$ cat config.mk
export PLATFORM = sky130hd
export DESIGN_NAME = butterfly_recombine_unit
export DESIGN_NICKNAME = d
export VERILOG_FILES = /design/src/rtl/butterfly_recombine_unit.sv
export SDC_FILE = /design/constraint.sdc
export NUM_CORES = 1
export LEC_CHECK = 0
export CAP_MARGIN = 20
export CORE_ASPECT_RATIO = 0.75
export CORE_UTILIZATION = 59
export CTS_BUF_LIST = sky130_fd_sc_hd__clkbuf_16
export DETAILED_ROUTE_END_ITERATION = 10
export PLACE_DENSITY = 0.87
export SLEW_MARGIN = 20
export SYNTH_ARGS = -nofsm -noshare
export SYNTH_HDL_FRONTEND = slang
export SYNTH_SLANG_ARGS = --single-unit
$ cat constraint.sdc
create_clock -name clk -period 7.65 [get_ports clk]
set_input_delay 1.1475 -clock clk [delete_from_list [all_inputs] [get_ports clk]]
set_output_delay 1.1475 -clock clk [all_outputs]
set_load 0.01 [all_outputs]
$ cat src/rtl/butterfly_recombine_unit.sv
// Recombines a radix-2 butterfly output pair into A = C1 + C2 and B = C1 - C2.
// Each component is either saturated or halved. The pipeline has two stages with valid/ready handshaking.
module butterfly_recombine_unit #(
  parameter int W = 12
) (
  input  logic           clk,
  input  logic           reset,
  input  logic           in_valid,
  output logic           in_ready,
  input  logic [2*W-1:0] in_c1,
  input  logic [2*W-1:0] in_c2,
  input  logic           in_div2,
  output logic           out_valid,
  input  logic           out_ready,
  output logic [2*W-1:0] out_a,
  output logic [2*W-1:0] out_b,
  output logic           out_sat,
  output logic [7:0]     sat_count,
  input  logic           sat_clr
);

  logic           s1_valid;
  logic [2*W-1:0] s1_c1;
  logic [2*W-1:0] s1_c2;
  logic           s1_div2;
  logic           s2_take;
  logic           s2_load;
  logic [W:0]     a_re, a_im, b_re, b_im;
  logic           beat_sat;

  // The result holds a clip flag in bit W and the W-bit component below it.
  function automatic logic [W:0] recombine(input logic [W-1:0] x, input logic [W-1:0] y,
                                           input logic sub, input logic div2);
    logic [W:0] r;
    logic [W:0] res;
    r = sub ? ({x[W-1], x} - {y[W-1], y}) : ({x[W-1], x} + {y[W-1], y});
    if (div2)
      res = {1'b0, r[W:1]};
    else if (r[W] != r[W-1])
      res = {1'b1, (r[W] ? {1'b1, {(W-1){1'b0}}} : {1'b0, {(W-1){1'b1}}})};
    else
      res = {1'b0, r[W-1:0]};
    return res;
  endfunction

  always_comb begin
    a_re = recombine(s1_c1[2*W-1:W], s1_c2[2*W-1:W], 1'b0, s1_div2);
    a_im = recombine(s1_c1[W-1:0],   s1_c2[W-1:0],   1'b0, s1_div2);
    b_re = recombine(s1_c1[2*W-1:W], s1_c2[2*W-1:W], 1'b1, s1_div2);
    b_im = recombine(s1_c1[W-1:0],   s1_c2[W-1:0],   1'b1, s1_div2);
    beat_sat = a_re[W] | a_im[W] | b_re[W] | b_im[W];
  end

  assign s2_take  = !out_valid || out_ready;
  assign s2_load  = s1_valid && s2_take;
  assign in_ready = !s1_valid || s2_take;

  always_ff @(posedge clk) begin
    if (reset) begin
      s1_valid <= 1'b0;
      s1_c1    <= '0;
      s1_c2    <= '0;
      s1_div2  <= 1'b0;
    end else if (in_valid && in_ready) begin
      s1_valid <= 1'b1;
      s1_c1    <= in_c1;
      s1_c2    <= in_c2;
      s1_div2  <= in_div2;
    end else if (s2_take) begin
      s1_valid <= 1'b0;
    end
  end

  always_ff @(posedge clk) begin
    if (reset) begin
      out_valid <= 1'b0;
      out_a     <= '0;
      out_b     <= '0;
      out_sat   <= 1'b0;
    end else if (s2_take) begin
      out_valid <= s1_valid;
      if (s1_valid) begin
        out_a   <= {a_re[W-1:0], a_im[W-1:0]};
        out_b   <= {b_re[W-1:0], b_im[W-1:0]};
        out_sat <= beat_sat;
      end
    end
  end

  always_ff @(posedge clk) begin
    if (reset || sat_clr)
      sat_count <= '0;
    else if (s2_load && beat_sat && sat_count != 8'hFF)
      sat_count <= sat_count + 8'd1;
  end

endmodule

==> results by group <==
Run status
  – Outcome: finished, final reports clean

Clock network
  – Clock Latency Late Sink: 0.36 ns
  – TritonCTS sink count: 108
  – Clk buf depth: 2
  – Root buffer cell: clkbuf_16
  – CTS tree: yes
  – Clock transition at path regs: 0.08 ns
  – CTS Hold Bufs: 0
  – Post-CTS Setup Inserts: 0
  – Post-cts sizing count: 0
  – H-tree levels: 3
  – TritonCTS Buffers: 9

Die
  – Die area: 12240 µm²
  – Core region area: 11190 µm²
  – Die height: 96.07 µm
  – IO Count: 113
  – Initial Utilization: 62.22%
  – Chip width: 127.4 µm
  – Rows: 33

Placed design
  – IO Port Bufs: 112
  – Dpl cells: 1104
  – Final GP Congestion: 1.030
  – DP HPWL: 14250 µm

STA
  – RSZ-0062 raised after global routing: no
  – Setup_tns: 0 ns
  – Clock Skews: 0.008469 ns
  – Tmin final: 4.092 ns
  – Final period utilization: 53.49%
  – Max Clock Freq: 0.2444 GHz
  – Worst slew pin tran: 0.9120 ns
  – Max-slew headroom: 38.98%
  – Hold Fails Final Rpt: 0
  – Slew Limit Fails: 0
  – # setup viols final: 0

Power
  – Worst VDD drop: 0.1441 mV
  – Clk pwr share: 27.9%
  – Logic pwr share: 34.5%
  – Switching Fraction: 34.99%
  – Sw power: 0.0005975 W
  – Internal power: 0.001110 W
  – Seq pwr share: 37.6%
  – Static Leakage: 3.415 nW
  – P per Cell Area: 202.7 nW/µm²

Worst hold path
  – Hold crit path type: register to register

Global route
  – Total grt overflow: 0
  – Initial antenna violation count: 0
  – Maximum number of pins on one net before global-route repair: 75
  – Vias in the first global route: 5908
  – All-Layer GR Usage: 32.16%
  – Global-route wire length before repair: 30470 µm

Drt
  – Avg Vias per Cell: 6.024
  – Drt wl/cell: 17.10 µm
  – Starting DRT DRC Count: 914
  – Drt first pass iters: 6
  – WL final: 19170 µm
  – Final ANT Viol Nets: 0
  – DRC Markers: 0
  – Via count: 6753

Worst setup path
  – Worst setup EP type: register
  – CP Class: register to register
  – Worst EP required: 7.93 ns
  – Crit path DAT: 4.38 ns
  – Startpoint Class: register
  – Max FO, Critical Path: 12

Layout
  – Final cell count without fillers: 1121
  – Antenna diodes: 0
  – Area Growth Syn to Fin: 20.99%
  – Most common cell after layout, fill and taps aside: nand2_1
  – Share of layout cells above drive strength 1: 6.639%
  – Most frequent cells in the layout: nand2_1, a21oi_1, clkdlybuf4s50_1
  – Final Net Count: 1074

Synthesis
  – FFs w/ async S/R, synth: 0%
  – Prevailing post-synth register cell: dfxtp_1
  – Yosys cell types: 77
  – Synth Instances: 881
  – Ys Warns: 0
  – Syn Std Cell Area: 6962 µm²
  – Number of flops mapped to enable cells by yosys: 0
  – Avg Cell Area, Syn: 7.902 µm²
  – Sequential cell area fraction in the yosys report: 31.06%
  – Syn_nets: 996
  – Yosys reg bits: 108

Job
  – Max-cap check violation count: 0
-- worst max-delay path, stage by stage (launching register included) --
cell	delay [ns]
dfxtp_1	0.35
inv_1	0.05
ha_1	0.51
inv_2	0.13
a21oi_2	0.23
o31ai_1	0.13
a2111oi_2	0.43
xnor2_1	0.23
ha_1	0.48
nand4_1	0.18
nand4_1	0.20
a31oi_2	0.37
nand4_1	0.22
or3_1	0.34
a21oi_1	0.14
-- per-layer routing --
layer	GRT usage, %	up-vias	wire length [µm]
met5	0	-	0
met4	8.433	0	296
met3	8.338	27	2217
met2	44.03	407	7323
met1	48.80	3115	9334
li1	-	3204	-
-- metrics by stage --
step | instance area, µm² | utilization (%) | worst slack, ns | hold WS, ns | power, W
6_report | 8423 | 75.28 | 3.558 | 0.4557 | 0.001707
5_1_grt | 8423 | 75.28 | 3.265 | 0.4735 | 0.001778
2_1_floorplan | 6962 | - | 4.308 | 0.4530 | 0.001031
3_3_place_gp | 8095 | 72.35 | 3.600 | 0.4350 | 0.001211
4_1_cts | 8396 | 75.03 | 3.628 | 0.4601 | 0.001691
3_5_place_dp | 8095 | 72.35 | 3.464 | 0.4441 | 0.001220
-- cell families after synthesis --
logic type / synth area share (%)
AND/OR/NAND/NOR: 18.28
AO/OA/AOI/OAI: 27.23
adder cells (fa/ha/maj): 11.39
multiplexers: 0.1438
buffers and inverters: 6.614
flip-flops: 31.06
XOR/XNOR: 5.284
-- worst paths after layout --
path	start	cells past startpoint	slack, ns	end
max	s1_c2[8]	14	3.56	sat_count[5]
min	out_b[16]	1	0.46	out_b[16]
max reg2reg	s1_c2[8]	14	3.56	sat_count[5]
min reg2reg	out_b[16]	1	0.46	out_b[16]
-- flip-flops by register name, summed over array words and instances (netlist names) --
signal / count
out_a: 24
out_b: 24
s1_c1: 24
s1_c2: 24
sat_count: 8
out_sat: 1
out_valid: 1
s1_div2: 1
s1_valid: 1
-- final cells by class --
type,instances,area [µm²]
clock buffers,9,225.2
clock inverters,7,75.07
fillers,857,2766
inverters,62,232.7
multi-input cells,660,4350
flip-flops and latches,108,2162
well taps,157,196.4
repair buffers,118,1181
-- synth_stat cells (9+ instances only) --
library cell | instances | area (µm²)
a211oi_1 | 9 | 67.56
a21o_1 | 11 | 82.58
a21oi_1 | 114 | 570.6
buf_1 | 9 | 33.78
buf_2 | 11 | 55.05
clkbuf_1 | 26 | 97.59
dfxtp_1 | 108 | 2162
ha_1 | 57 | 713.2
inv_1 | 53 | 198.9
inv_2 | 9 | 33.78
nand2_1 | 140 | 525.5
nand2b_1 | 11 | 68.82
nor2_1 | 51 | 191.4
nor2b_1 | 11 | 68.82
nor3_1 | 17 | 85.08
o21a_1 | 9 | 67.56
o21ai_0 | 32 | 160.2
o31ai_1 | 10 | 75.07
xnor2_1 | 35 | 306.5
-- power by group through the flow --
stage	Sequential, W	Combinational [W]	Clock, W
6_report	0.000642	0.000589	0.000477
5_1_grt	0.000645	0.000634	0.000499
4_1_cts	0.000641	0.000570	0.000480
3_5_place_dp	0.000653	0.000566	0
3_3_place_gp	0.000652	0.000559	0
2_1_floorplan	0.000658	0.000374	0
Power figures use the tool's default switching activity.
